File: src/rtl/uart_pkg.sv
// uart_pkg: register offsets, LCR/FIFO-status types and reset values
// shared by uart_apb_regs and uart_irq_gen.
package uart_pkg;

  localparam logic [2:0] OFF_TBR = 3'd0;
  localparam logic [2:0] OFF_LCR = 3'd1;
  localparam logic [2:0] OFF_DLL = 3'd2;
  localparam logic [2:0] OFF_DLH = 3'd3;
  localparam logic [2:0] OFF_IER = 3'd4;
  localparam logic [2:0] OFF_FSR = 3'd5;

  localparam int LCR_WLS = 0;
  localparam int LCR_STB = 2;
  localparam int LCR_PEN = 3;
  localparam int LCR_EPS = 4;
  localparam int LCR_BGE = 5;
  localparam int LCR_OSM = 6;

  typedef struct packed {
    logic       osm_sel;
    logic       bge;
    logic       eps;
    logic       pen;
    logic       stb;
    logic [1:0] wls;
  } lcr_t;

  // Shared layout for IER enables and FSR status bits.
  typedef struct packed {
    logic rx_full;
    logic rx_empty;
    logic tx_full;
    logic tx_empty;
  } fifo_bits_t;

  typedef enum logic {
    S_IDLE,
    S_ACCESS
  } apb_st_e;

  localparam lcr_t       LCR_RST = lcr_t'(7'b000_0011);
  localparam logic [7:0] DLL_RST = 8'd27;
  localparam logic [7:0] DLH_RST = 8'd0;
  localparam fifo_bits_t IER_RST = fifo_bits_t'(4'b0000);

  function automatic logic [31:0] fsr_word(fifo_bits_t s);
    return {28'd0, s};
  endfunction

endpackage

File: src/rtl/uart_apb_regs_if.sv
// uart_apb_regs_if: APB3 bus bundle between the SoC master
// and the UART register bank.
interface uart_apb_regs_if #(
  parameter int ADDR_W = 12
);
  logic              PSEL;
  logic              PENABLE;
  logic              PWRITE;
  logic [ADDR_W-1:0] PADDR;
  logic [31:0]       PWDATA;
  logic [31:0]       PRDATA;
  logic              PREADY;
  logic              PSLVERR;

  modport master (
    output PSEL, PENABLE, PWRITE, PADDR, PWDATA,
    input  PRDATA, PREADY, PSLVERR
  );

  modport slave (
    input  PSEL, PENABLE, PWRITE, PADDR, PWDATA,
    output PRDATA, PREADY, PSLVERR
  );
endinterface

File: src/rtl/uart_irq_gen.sv
// uart_irq_gen: level interrupt from enabled FIFO status bits,
// registered one cycle behind its inputs.
module uart_irq_gen
  import uart_pkg::*;
(
  input  logic       clk,
  input  logic       rst,
  input  fifo_bits_t ier,
  input  fifo_bits_t status,
  output logic       irq
);

  // Any enabled status condition raises irq on the next edge.
  always_ff @(posedge clk) begin
    if (rst) begin
      irq <= 1'b0;
    end else begin
      irq <= |(ier & status);
    end
  end

endmodule

File: src/rtl/uart_apb_regs.sv
// uart_apb_regs: APB3 register bank driving UART_IP configuration
// and FIFO strobes. Build option UART_APB_IRQ_EN adds IER and irq.
module uart_apb_regs
  import uart_pkg::*;
#(
  parameter int ADDR_W = 12
) (
  input  logic       clk,
  input  logic       rst,
  uart_apb_regs_if.slave apb,
  output logic [7:0] TBR_i,
  output logic       tx_flag,
  output logic       rx_flag,
  input  logic [7:0] RBR_o,
  input  logic       tx_fifo_empty,
  input  logic       tx_fifo_full,
  input  logic       rx_fifo_empty,
  input  logic       rx_fifo_full,
  output logic [1:0] WLS,
  output logic       STB,
  output logic       PEN,
  output logic       EPS,
  output logic       BGE,
  output logic       OSM_SEL,
  output logic [7:0] DLL,
  output logic [7:0] DLH,
  output logic       en_tx_fifo_empty,
  output logic       en_tx_fifo_full,
  output logic       en_rx_fifo_empty,
  output logic       en_rx_fifo_full,
  output logic       irq
);

  apb_st_e    state;
  lcr_t       lcr_q;
  logic [7:0] dll_q;
  logic [7:0] dlh_q;
  fifo_bits_t ier_q;
  fifo_bits_t stat;

  logic [31:0] prdata_q;
  logic        pslverr_q;

  logic [2:0]  off;
  logic        hi_bad;
  logic        addr_bad;
  logic        setup;

  logic        err;
  logic        push;
  logic        pop;
  logic        wr_lcr;
  logic        wr_dll;
  logic        wr_dlh;
  logic        wr_ier;
  logic [31:0] rdata;

  logic unused_bits;

  assign stat = '{
    rx_full:  rx_fifo_full,
    rx_empty: rx_fifo_empty,
    tx_full:  tx_fifo_full,
    tx_empty: tx_fifo_empty
  };

  assign off      = apb.PADDR[4:2];
  assign hi_bad   = |apb.PADDR[ADDR_W-1:5];
  assign addr_bad = hi_bad || (off > OFF_FSR);
  assign setup    = (state == S_IDLE)
                  && apb.PSEL
                  && !apb.PENABLE;

  // Decode the current bus request into actions and read data.
  always_comb begin
    err    = 1'b0;
    push   = 1'b0;
    pop    = 1'b0;
    wr_lcr = 1'b0;
    wr_dll = 1'b0;
    wr_dlh = 1'b0;
    wr_ier = 1'b0;
    rdata  = '0;
    unique case (1'b1)
      addr_bad: begin
        err = 1'b1;
      end
      (!addr_bad && apb.PWRITE): begin
        unique case (off)
          OFF_TBR: begin
            err  = tx_fifo_full;
            push = !tx_fifo_full;
          end
          OFF_LCR: wr_lcr = 1'b1;
          OFF_DLL: wr_dll = 1'b1;
          OFF_DLH: wr_dlh = 1'b1;
          OFF_IER: wr_ier = 1'b1;
          default: err = 1'b1;
        endcase
      end
      default: begin
        unique case (off)
          OFF_TBR: begin
            err   = rx_fifo_empty;
            pop   = !rx_fifo_empty;
            rdata = rx_fifo_empty ? 32'd0 : {24'd0, RBR_o};
          end
          OFF_LCR: rdata = {25'd0, lcr_q};
          OFF_DLL: rdata = {24'd0, dll_q};
          OFF_DLH: rdata = {24'd0, dlh_q};
          OFF_IER: rdata = {28'd0, ier_q};
          default: rdata = fsr_word(stat);
        endcase
      end
    endcase
  end

  // Transfer FSM: commit everything on the setup edge, hold for access.
  always_ff @(posedge clk) begin
    if (rst) begin
      state     <= S_IDLE;
      prdata_q  <= '0;
      pslverr_q <= 1'b0;
      tx_flag   <= 1'b0;
      rx_flag   <= 1'b0;
      TBR_i     <= '0;
      lcr_q     <= LCR_RST;
      dll_q     <= DLL_RST;
      dlh_q     <= DLH_RST;
    end else begin
      prdata_q  <= '0;
      pslverr_q <= 1'b0;
      tx_flag   <= 1'b0;
      rx_flag   <= 1'b0;
      unique case (state)
        S_IDLE: begin
          if (setup) begin
            state     <= S_ACCESS;
            prdata_q  <= rdata;
            pslverr_q <= err;
            tx_flag   <= push;
            rx_flag   <= pop;
            if (push) TBR_i <= apb.PWDATA[7:0];
            if (wr_lcr) begin
              lcr_q <= lcr_t'(apb.PWDATA[LCR_OSM:LCR_WLS]);
            end
            if (wr_dll) dll_q <= apb.PWDATA[7:0];
            if (wr_dlh) dlh_q <= apb.PWDATA[7:0];
          end
        end
        S_ACCESS: state <= S_IDLE;
        default:  state <= S_IDLE;
      endcase
    end
  end

`ifdef UART_APB_IRQ_EN
  // Interrupt-enable register, written on the setup edge.
  always_ff @(posedge clk) begin
    if (rst) begin
      ier_q <= IER_RST;
    end else if (setup && wr_ier) begin
      ier_q <= fifo_bits_t'(apb.PWDATA[3:0]);
    end
  end

  uart_irq_gen u_irq (
    .clk    (clk),
    .rst    (rst),
    .ier    (ier_q),
    .status (stat),
    .irq    (irq)
  );
`else
  logic unused_ier;

  assign ier_q      = IER_RST;
  assign irq        = 1'b0;
  assign unused_ier = wr_ier;
`endif

  assign apb.PRDATA  = prdata_q;
  assign apb.PREADY  = 1'b1;
  assign apb.PSLVERR = pslverr_q;

  assign WLS     = lcr_q.wls;
  assign STB     = lcr_q[LCR_STB];
  assign PEN     = lcr_q[LCR_PEN];
  assign EPS     = lcr_q[LCR_EPS];
  assign BGE     = lcr_q[LCR_BGE];
  assign OSM_SEL = lcr_q.osm_sel;
  assign DLL     = dll_q;
  assign DLH     = dlh_q;

  assign en_tx_fifo_empty = ier_q.tx_empty;
  assign en_tx_fifo_full  = ier_q.tx_full;
  assign en_rx_fifo_empty = ier_q.rx_empty;
  assign en_rx_fifo_full  = ier_q.rx_full;

  assign unused_bits = ^{apb.PWDATA[31:8], apb.PADDR[1:0]};

endmodule

File: src/flat_wrapper.sv
// flat-port wrapper written by rule: the top's interface ports become plain ports
module uart_apb_regs_flat import uart_pkg::*;
#(
  parameter int ADDR_W = 12
)
  (clk, rst, TBR_i, tx_flag, rx_flag, RBR_o, tx_fifo_empty, tx_fifo_full, rx_fifo_empty, rx_fifo_full, WLS, STB, PEN, EPS, BGE, OSM_SEL, DLL, DLH, en_tx_fifo_empty, en_tx_fifo_full, en_rx_fifo_empty, en_rx_fifo_full, irq, apb_PSEL, apb_PENABLE, apb_PWRITE, apb_PADDR, apb_PWDATA, apb_PRDATA, apb_PREADY, apb_PSLVERR);
  uart_apb_regs_if #(.ADDR_W(ADDR_W)) apb_i ();
  input  logic clk;
  input  logic rst;
  output logic [7:0] TBR_i;
  output logic tx_flag;
  output logic rx_flag;
  input  logic [7:0] RBR_o;
  input  logic tx_fifo_empty;
  input  logic tx_fifo_full;
  input  logic rx_fifo_empty;
  input  logic rx_fifo_full;
  output logic [1:0] WLS;
  output logic STB;
  output logic PEN;
  output logic EPS;
  output logic BGE;
  output logic OSM_SEL;
  output logic [7:0] DLL;
  output logic [7:0] DLH;
  output logic en_tx_fifo_empty;
  output logic en_tx_fifo_full;
  output logic en_rx_fifo_empty;
  output logic en_rx_fifo_full;
  output logic irq;
  input wire logic [$bits(apb_i.PSEL)-1:0] apb_PSEL;
  input wire logic [$bits(apb_i.PENABLE)-1:0] apb_PENABLE;
  input wire logic [$bits(apb_i.PWRITE)-1:0] apb_PWRITE;
  input wire logic [$bits(apb_i.PADDR)-1:0] apb_PADDR;
  input wire logic [$bits(apb_i.PWDATA)-1:0] apb_PWDATA;
  output wire logic [$bits(apb_i.PRDATA)-1:0] apb_PRDATA;
  output wire logic [$bits(apb_i.PREADY)-1:0] apb_PREADY;
  output wire logic [$bits(apb_i.PSLVERR)-1:0] apb_PSLVERR;
  assign apb_i.PSEL = apb_PSEL;
  assign apb_i.PENABLE = apb_PENABLE;
  assign apb_i.PWRITE = apb_PWRITE;
  assign apb_i.PADDR = apb_PADDR;
  assign apb_i.PWDATA = apb_PWDATA;
  assign apb_PRDATA = apb_i.PRDATA;
  assign apb_PREADY = apb_i.PREADY;
  assign apb_PSLVERR = apb_i.PSLVERR;
  uart_apb_regs #(.ADDR_W(ADDR_W)) u_core (.clk(clk), .rst(rst), .apb(apb_i), .TBR_i(TBR_i), .tx_flag(tx_flag), .rx_flag(rx_flag), .RBR_o(RBR_o), .tx_fifo_empty(tx_fifo_empty), .tx_fifo_full(tx_fifo_full), .rx_fifo_empty(rx_fifo_empty), .rx_fifo_full(rx_fifo_full), .WLS(WLS), .STB(STB), .PEN(PEN), .EPS(EPS), .BGE(BGE), .OSM_SEL(OSM_SEL), .DLL(DLL), .DLH(DLH), .en_tx_fifo_empty(en_tx_fifo_empty), .en_tx_fifo_full(en_tx_fifo_full), .en_rx_fifo_empty(en_rx_fifo_empty), .en_rx_fifo_full(en_rx_fifo_full), .irq(irq));
endmodule
File: config.mk
export PLATFORM = sky130hd
export DESIGN_NAME = uart_apb_regs_flat
export DESIGN_NICKNAME = d
export VERILOG_FILES = /design/src/rtl/uart_pkg.sv /design/src/rtl/uart_apb_regs_if.sv /design/src/rtl/uart_irq_gen.sv /design/src/rtl/uart_apb_regs.sv /design/src/flat_wrapper.sv
export SDC_FILE = /design/constraint.sdc
export NUM_CORES = 1
export LEC_CHECK = 0
export ABC_AREA = 1
export CORE_MARGIN = 4
export CORE_UTILIZATION = 30
export CTS_BUF_LIST = sky130_fd_sc_hd__clkbuf_4 sky130_fd_sc_hd__clkbuf_8 sky130_fd_sc_hd__clkbuf_16
export CTS_CLUSTER_DIAMETER = 80
export DETAILED_ROUTE_END_ITERATION = 6
export GPL_ROUTABILITY_DRIVEN = 0
export PLACE_DENSITY = 0.79
export SYNTH_ARGS = -nofsm -noshare
export SYNTH_HDL_FRONTEND = slang
export SYNTH_SLANG_ARGS = --single-unit
File: constraint.sdc
create_clock -name clk -period 1.6 [get_ports clk]
set_input_delay 0.4 -clock clk [delete_from_list [all_inputs] [get_ports clk]]
set_output_delay 0.4 -clock clk [all_outputs]
set_load 0.02 [all_outputs]
# ---- Word-level counts from Yosys, hierarchy flattened
# Index checks and enable logic that the tools add are counted.
dict set report totals {
  regBits 67
  word_cells 55
  input_bits 61
  out_inout_bits 72
}
dict set report classes {
  n_mux 15
  n_bitwise 3
  eq_ne 4
  order_cmp 1
  n_reduce_logical 18
}
# op n
set ops {}
lappend ops {{$pmux 32 s5} 1}
lappend ops {{$reduce_and 3->1} 4}
lappend ops {{$mux 1} 10}
lappend ops {{$mux 8} 1}
lappend ops {{$reduce_or 7->1} 1}
lappend ops {{$eq 3x2->1 const B} 2}
lappend ops {{$pmux 1 s2} 3}
lappend ops {{$reduce_or 6->1} 1}
lappend ops {{$reduce_or 5->1} 1}
lappend ops {{$logic_not 1->1} 4}
lappend ops {{$reduce_or 4->1} 1}
lappend ops {{$eq 3x1->1 const B} 1}
lappend ops {{$eq 3x3->1 const B} 1}
lappend ops {{$gt 3x3->1 const B} 1}
lappend ops {{$logic_and 1x1->1} 3}
lappend ops {{$logic_not 3->1} 1}
lappend ops {{$not 1->1} 3}
lappend ops {{$reduce_or 3->1} 1}
lappend ops {{$logic_or 1x1->1} 1}

# ---- Depth between registers and ports, before layout
# Gate-level depths: netlist of the first run.
dict set report depth {
  ltp_word 6
  ltp_mapped 8
  mapped_depth_nobuf 7
}

# ---- Worst setup path before layout of the first run
# OpenSTA, ideal clock, no wires.
dict set report synth_path {
  path_type {input to register}
  startpoint {input port apb_PENABLE}
  endpoint {register u_core.TBR_i[0]}
  stages 5
  n_path_buf 1
  slack_ns 0.236
  setup_time_ns 0.114
  required_time_ns 1.486
  t_arrival_ns 1.250
  cell_sequence {nor3_4 -> nand4_4 -> buf_6 -> nor2_1 -> nor2_2}
}
dict set report synth_via {
  elab_chain_cells 3
}
# element line_no
set synth_rtl {}
lappend synth_rtl {{start, declared} flat_wrapper.sv:32} ;# input wire logic [$bits(apb_i.PENABLE)-1:0] apb_PENABLE;
lappend synth_rtl {{$logic_not 1->1} uart_apb_regs.sv:72} ;# && !apb.PENABLE;
lappend synth_rtl {{$logic_and 1x1->1} uart_apb_regs.sv:72}
lappend synth_rtl {{$reduce_and 3->1 (no line)} -}
lappend synth_rtl {{end signal, assigned} uart_apb_regs.sv:143} ;# if (push) TBR_i <= apb.PWDATA[7:0];
lappend synth_rtl {{end, declared} uart_apb_regs.sv:11} ;# output logic [7:0] TBR_i,
# No other way between the ends.
# A chain may end at the register's enable or synchronous reset.

# ---- Worst setup path in the final report of the first run
dict set report layout_path {
  startpoint {register u_core.dll_q[3] (netlist: u_core.DLL[3])}
  endpoint {output port DLL[3]}
}
# element line_no
set layout_rtl {}
lappend layout_rtl {{start, declared} uart_apb_regs.sv:36} ;# logic [7:0] dll_q;
lappend layout_rtl {{start signal, assigned} uart_apb_regs.sv:147} ;# if (wr_dll) dll_q <= apb.PWDATA[7:0];
lappend layout_rtl {{end, declared} flat_wrapper.sv:24} ;# output logic [7:0] DLL;
# No word-level cell between the ends.

==> results of run 1 <==
## worst paths after layout
check	end	slack [ps]
max	DLL[3]	140
max reg2reg	u_core.DLH[6]	220
min	u_core.DLL[0]	500
min reg2reg	u_core.DLL[0]	500
## tightest hold or removal path, cell delays in order (launching register included)
cell,delay (ps)
sky130_fd_sc_hd__dfxtp_1,330
sky130_fd_sc_hd__nand2_1,60
sky130_fd_sc_hd__nand3_1,60
## sequential cells by signal, indices dropped and copies added, names as in the netlist
name / cells
u_core.state: 1
u_core.apb.PRDATA: 8
u_core.DLH: 8
u_core.rx_flag: 1
u_core.apb.PSLVERR: 1
u_core.BGE: 1
u_core.EPS: 1
u_core.TBR_i: 8
u_core.DLL: 8
u_core.STB: 1
u_core.OSM_SEL: 1
u_core.WLS: 2
u_core.PEN: 1
u_core.tx_flag: 1
## timing repair
item | in CTS | in global routing
gates cloned | 0 | 6
buffers inserted | 0 | 2
resized for setup | 42 | 43
pin swaps | 0 | 15
endpoints found under the hold margin | 0 | 0
endpoints found under the setup margin | 42 | 37
hold buffers | 0 | 0
## cells in the final DEF, fill, tap and decap left out
cell                              count
sky130_fd_sc_hd__inv_2                6
sky130_fd_sc_hd__nor2_4               4
sky130_fd_sc_hd__o22ai_1              4
sky130_fd_sc_hd__o211ai_1             4
sky130_fd_sc_hd__dfxtp_1             43
sky130_fd_sc_hd__dlymetal6s2s_1      12
sky130_fd_sc_hd__o21ai_1              5
sky130_fd_sc_hd__nand4_2              3
sky130_fd_sc_hd__dlygate4sd2_1       42
sky130_fd_sc_hd__conb_1              30
sky130_fd_sc_hd__clkinv_2             1
sky130_fd_sc_hd__nor2_2               7
sky130_fd_sc_hd__nand2_2              7
sky130_fd_sc_hd__a21oi_2              3
sky130_fd_sc_hd__clkbuf_4             1
sky130_fd_sc_hd__nand3_1             14
sky130_fd_sc_hd__buf_6                3
sky130_fd_sc_hd__a21oi_1              5
sky130_fd_sc_hd__nor2_1              58
sky130_fd_sc_hd__o21ai_0              3
sky130_fd_sc_hd__nand3_2              2
sky130_fd_sc_hd__nor3_1               1
sky130_fd_sc_hd__nor3_4               1
sky130_fd_sc_hd__clkinvlp_4           1
sky130_fd_sc_hd__clkdlybuf4s50_1     22
sky130_fd_sc_hd__clkbuf_8             5
sky130_fd_sc_hd__nor2_8               1
sky130_fd_sc_hd__nand3_4              1
sky130_fd_sc_hd__buf_12               1
sky130_fd_sc_hd__inv_1               33
sky130_fd_sc_hd__nand4_4              4
sky130_fd_sc_hd__clkbuf_16            1
sky130_fd_sc_hd__nand2_1             69
sky130_fd_sc_hd__buf_4               24
sky130_fd_sc_hd__nand2_4              3
## layer usage
metal	vias to the layer above	GRT usage, %	share of wire [%]
met1	998	16.5	40
met4	0	4.45	2.2
li1	1132	-	-
met5	-	0	0
met3	15	5.29	8.4
met2	91	24.0	50
## through the flow
step | cells | setup WS, ps | setup TNS (ps)
after floorplan | 345 | 236 | 0
after global placement | 507 | -264 | -9160
after global routing | 523 | 82.2 | 0
after detailed placement | 507 | -276 | -9900
after CTS | 515 | 40.0 | 0
final | 523 | 144 | 0
## layout make-up
class / instances / share of cell area [%]
tap: 99 / 3.65
clock inverter: 2 / 0.369
multi-input combinational: 229 / 34.6
sequential: 43 / 25.4
inverter: 39 / 4.32
timing repair buffer: 105 / 29.4
clock buffer: 6 / 2.25
## where the power goes
group	switching, uW	internal, uW
registers	0.939	1070
clock network	398	322
logic	194	129
total	593	1520
## cells by family after synthesis
group,after synthesis
and+or+nand+nor,171
buffers and inverters,77
DFF,43
AOI/OAI and AO/OA,24
other,2
==> results.py, run 1 <==
metrics = {
    "die": {
        "ports_placed_on_the_boundary": 133,
        "fp.dieArea_sq_mm": 0.00883,
        "dieWidth_microns": 94.0,
        "floorplan.core_area_sq_mm": 0.00721,
        "fp-row-count": 31,
        "floorplan.initialDensity_pct": 30.7,
        "die_h_microns": 94.0,
    },
    "critical_path": {
        "critical-path-max-stage-delay_ps": 390,
        "start_kind": "register",
        "crit_path_start": "u_core.DLL[3]",
        "worst-endpoint-arrival_ps": 1060,
        "crit_path_end_kind": "output port",
        "cp.buffers_inverters": 1,
        "required_time_at_the_endpoint_of_the_critical_path_ps": 1200,
        "ff_to_ff_path_depth": 5,
        "path_class": "register to output port",
        "crit_cells": 1,
        "reg2reg_from": "u_core.state",
        "cell_chain_critical_path": "dlygate4sd2_1",
        "timing.critical_path.max_delay_family": "flip-flops",
        "maximum_net_fanout_on_the_critical_path": 3,
        "cpMaxStageDelayCell": "sky130_fd_sc_hd__dfxtp_1",
    },
    "synth": {
        "synth.cells.most_frequent": "77 x sky130_fd_sc_hd__nand2_1, 64 x sky130_fd_sc_hd__nor2_1, 43 x sky130_fd_sc_hd__dfxtp_1",
        "synth_compound_area_share_pct": 6.60,
        "mappedNetlistArea_sq_mm": 0.00222,
        "synth_area_leaders": "sky130_fd_sc_hd__dfxtp_1 39%, sky130_fd_sc_hd__nand2_1 13%, sky130_fd_sc_hd__nor2_1 11%, sky130_fd_sc_hd__buf_4 10%, sky130_fd_sc_hd__inv_1 5.9%",
        "synth-simple-area-share_pct": 35.0,
        "yosysUniqueCellTypes": 25,
        "synth_top_cell_by_area": "sky130_fd_sc_hd__dfxtp_1",
        "avgSynthCellArea_sq_um": 6.99,
        "synth-async-reset-ratio_pct": 0,
        "ys.flop_type": "sky130_fd_sc_hd__dfxtp_1",
        "main_combinational_cell_family_by_area_after_synthesis": "simple AND/OR/NAND/NOR gates",
        "synth_adder_area_share_pct": 0,
        "synth.top_cell.area_share_pct": 38.8,
        "yosysSeqAreaShare_pct": 38.8,
        "library_cell_with_the_highest_instance_count_after_synthesis": "sky130_fd_sc_hd__nand2_1",
        "synth.mux.area_fraction_pct": 0,
        "ys_ff_latch": 43,
        "synth_xor_xnor_area_share_pct": 0,
        "number_of_flops_mapped_to_enable_cells_by_yosys": 0,
        "postSynthCellCount": 317,
        "ys.warnings.count": 0,
    },
    "grt": {
        "global_route_wire_length_before_repair_mm": 9.80,
        "global_route.usage.total_pct": 14.2,
        "grt_antenna_before_repair": 0,
        "maximum_number_of_pins_on_one_net_before_global_route_repair": 24,
        "grt_pass1_vias": 2059,
        "total_global_routing_overflow": 0,
    },
    "clock_network": {
        "clock_insertion_delay_worst_skew_ps": 310,
        "clock_sinks": 43,
        "cts-buffers-inserted": 5,
        "cts-root-to-sink-buffers": 2,
        "library_cell_used_as_clock_root_buffer": "sky130_fd_sc_hd__clkbuf_8",
        "clock_tree_from_tritoncts": "built",
        "cts_htree_levels": 2,
        "clk_transition_reported_paths_ps": 80,
    },
    "timing": {
        "worst-slew-pin-transition_ps": 570,
        "slew_headroom_pct": 62.0,
        "timing.final.crit_period_ps": 1460,
        "setup_viol_count_final": 0,
        "hold_violations": 0,
        "period_share_pct": 91.0,
        "fin_hold_ws_ps": 503,
        "timing_limited_maximum_frequency_mhz": 687,
        "timing.clock.skew_ps": 5.19,
        "slew_violations": 0,
        "rsz_0062_raised_after_global_routing": "false",
    },
    "placement": {
        "postPlaceCellArea_sq_mm": 0.00313,
        "portBuffers": 76,
        "dp_hpwl_mm": 4.88,
    },
    "layout": {
        "drive_above_1_share_pct": 18.6,
        "final_design_area_no_fill_sq_mm": 0.00339,
        "final_core_utilization_pct": 47.0,
        "multi_input_comb_area_sq_mm": 0.00117,
        "final.fill_count": 717,
        "register_area_sq_um": 861,
        "antennaDiodeCount": 0,
        "area.growth.synth_to_final_pct": 52.9,
        "final_nets": 484,
    },
    "detailed_routing": {
        "post_drt_wl_per_cell_microns": 13.7,
        "detail_route.iter0.violations": 164,
        "drt-vias-per-instance": 4.28,
        "post-route-drc-count": 0,
        "detail_route.first_pass.iterations": 4,
        "dr_total_vias": 2236,
        "antenna_violating_nets_post_route": 0,
        "drt_wl_total_mm": 7.18,
    },
    "power": {
        "pwr_per_cell_area_mw_per_mm2": 624,
        "cellLeakagePower_uw": 0.00188,
        "max-vdd-ir-drop_mv": 0.261,
        "total_power_uw": 2110,
    },
    "outcome": {
        "run_status": "complete, no violations",
    },
    "worst_hold_path": {
        "timing.hold.worst.start": "u_core.DLL[0]",
        "worst_hold_path_type": "register to register",
        "min_delay_path_depth": 2,
    },
    "run": {
        "cap_violations": 0,
    },
}
(Power assumes the default switching activity.)
==> run 2, diff against run 1 <==
Settings changed: CTS_BUF_LIST sky130_fd_sc_hd__clkbuf_4 sky130_fd_sc_hd__clkbuf_8 sky130_fd_sc_hd__clkbuf_16 to not set, CTS_CLUSTER_SIZE set to 28.
==> run 2 against run 1 <==
Against the previous run: critical path depth unchanged; hold slack got worse by 0.80 ps; core utilization decreased by 0.052 points; non-clock buffer count unchanged; final area decreased by 0.11%; critical path type unchanged; largest power group unchanged.
==> results.py, run 2 (synthesis gave the netlist of run 1 again) <==
metrics = {
    "placement": {
        "dp_hpwl_mm": 4.88,
        "portBuffers": 76,
        "postPlaceCellArea_sq_mm": 0.00313,
        "post-place-cells": 507,
    },
    "clock_network": {
        "cts-buffers-inserted": 5,
        "cts-root-to-sink-buffers": 2,
        "library_cell_used_as_clock_root_buffer": "sky130_fd_sc_hd__clkbuf_8",
        "clock_sinks": 43,
        "clk_transition_reported_paths_ps": 80,
        "cts_htree_levels": 2,
        "clock_insertion_delay_worst_skew_ps": 300,
        "clock_tree_from_tritoncts": "built",
    },
    "timing": {
        "setup_viol_count_final": 0,
        "timing.final.crit_period_ps": 1450,
        "slew_headroom_pct": 61.7,
        "setup_tns_ps": 0,
        "timing_limited_maximum_frequency_mhz": 690,
        "rsz_0062_raised_after_global_routing": "false",
        "fin_hold_ws_ps": 502,
        "hold_violations": 0,
        "timing.clock.skew_ps": 4.65,
        "period_share_pct": 90.6,
        "worst-slew-pin-transition_ps": 573,
        "slew_violations": 0,
    },
    "die": {
        "die_h_microns": 94.0,
        "floorplan.core_area_sq_mm": 0.00721,
        "fp-row-count": 31,
        "floorplan.initialDensity_pct": 30.7,
        "ports_placed_on_the_boundary": 133,
        "dieWidth_microns": 94.0,
        "fp.dieArea_sq_mm": 0.00883,
    },
    "critical_path": {
        "crit_cells": 1,
        "path_class": "register to output port",
        "crit_path_end_kind": "output port",
        "timing.critical_path.max_delay_family": "buffers and inverters",
        "start_kind": "register",
        "maximum_net_fanout_on_the_critical_path": 3,
        "critical-path-max-stage-delay_ps": 380,
        "cell_chain_critical_path": "dlygate4sd2_1",
        "cpMaxStageDelayCell": "sky130_fd_sc_hd__dlygate4sd2_1",
        "required_time_at_the_endpoint_of_the_critical_path_ps": 1200,
        "worst-endpoint-arrival_ps": 1050,
        "ff_to_ff_path_depth": 6,
        "cp.buffers_inverters": 1,
    },
    "grt": {
        "global_route.usage.total_pct": 14.2,
        "total_global_routing_overflow": 0,
        "global_route_wire_length_before_repair_mm": 9.82,
        "maximum_number_of_pins_on_one_net_before_global_route_repair": 24,
        "grt_antenna_before_repair": 0,
        "grt_pass1_vias": 2059,
    },
    "power": {
        "pwr_per_cell_area_mw_per_mm2": 617,
        "combinationalPowerShare_pct": 15.4,
        "max-vdd-ir-drop_mv": 0.253,
        "power_switching_share_pct": 28.0,
        "cellLeakagePower_uw": 0.00188,
        "share_clk_of_total_power_pct": 33.3,
        "seq_power_share_pct": 51.3,
        "intPower_uw": 1510,
        "netSwitchingPower_uw": 585,
    },
    "outcome": {
        "run_status": "complete, no violations",
    },
    "layout": {
        "final_core_utilization_pct": 46.9,
        "mostFrequentLayoutCell": "sky130_fd_sc_hd__nand2_1",
        "final.fill_count": 719,
        "antennaDiodeCount": 0,
        "layout.cells.non_filler": 523,
        "drive_above_1_share_pct": 18.4,
        "area.growth.synth_to_final_pct": 52.8,
        "final_design_area_no_fill_sq_mm": 0.00339,
        "layout_common_cells": "69 x sky130_fd_sc_hd__nand2_1, 58 x sky130_fd_sc_hd__nor2_1, 43 x sky130_fd_sc_hd__dfxtp_1",
        "final_nets": 484,
    },
    "detailed_routing": {
        "detail_route.iter0.violations": 136,
        "antenna_violating_nets_post_route": 0,
        "post_drt_wl_per_cell_microns": 13.7,
        "drt_wl_total_mm": 7.15,
        "dr_total_vias": 2224,
        "detail_route.first_pass.iterations": 4,
        "post-route-drc-count": 0,
        "drt-vias-per-instance": 4.25,
    },
    "run": {
        "cap_violations": 0,
    },
    "worst_hold_path": {
        "min_delay_path_depth": 2,
        "worst_hold_path_type": "register to register",
    },
}
run 2: stage by stage:
stage | setup slack [ps] | total power, uW
finish | 150 | 2090
global route | 82.2 | 2160
CTS | 38.6 | 2060
detailed placement | -276 | 1380
global placement | -264 | 1380
floorplan | 236 | 1280
run 2: area by class of cell:
cell class	instances	area, sq um	area share, %
Timing Repair Buffer	105	997	29.4
Clock buffer	6	72.6	2.14
Sequential cell	43	861	25.4
Inverter	39	146	4.32
Tap cell	99	124	3.66
Clock inverter	2	12.5	0.369
Multi-Input combinational cell	229	1170	34.7
run 2: power groups by stage:
stage / clock network, uW / logic [uW] / registers (uW)
6_report: 697 / 322 / 1070
5_1_grt: 746 / 341 / 1070
4_1_cts: 707 / 286 / 1070
3_5_place_dp: 0 / 285 / 1100
3_3_place_gp: 0 / 283 / 1100
2_1_floorplan: 0 / 182 / 1100
run 2: final timing paths:
| path | start | to | slack (ps) |
|---|---|---|---|
| setup / recovery | u_core.WLS[1] | WLS[1] | 150 |
| hold / removal | u_core.DLL[4] | u_core.apb.PRDATA[4] | 500 |
| setup reg to reg | u_core.state | u_core.WLS[1] | 230 |
| hold reg to reg | u_core.DLL[4] | u_core.apb.PRDATA[4] | 500 |
run 2: repair_timing:
action,in CTS,in global routing
resized for setup,42,43
hold buffers,0,0
gates cloned,0,6
setup endpoints to repair,42,37
pin swaps,0,15
buffers inserted,0,2
run 2: routing by layer:
metal | part of all wire [%] | up-vias | global-route usage (%)
met4 | 2.3 | 0 | 4.45
li1 | - | 1130 | -
met2 | 50 | 93 | 24.0
met5 | 0 | - | 0
met1 | 40 | 987 | 16.5
met3 | 8.2 | 14 | 5.29
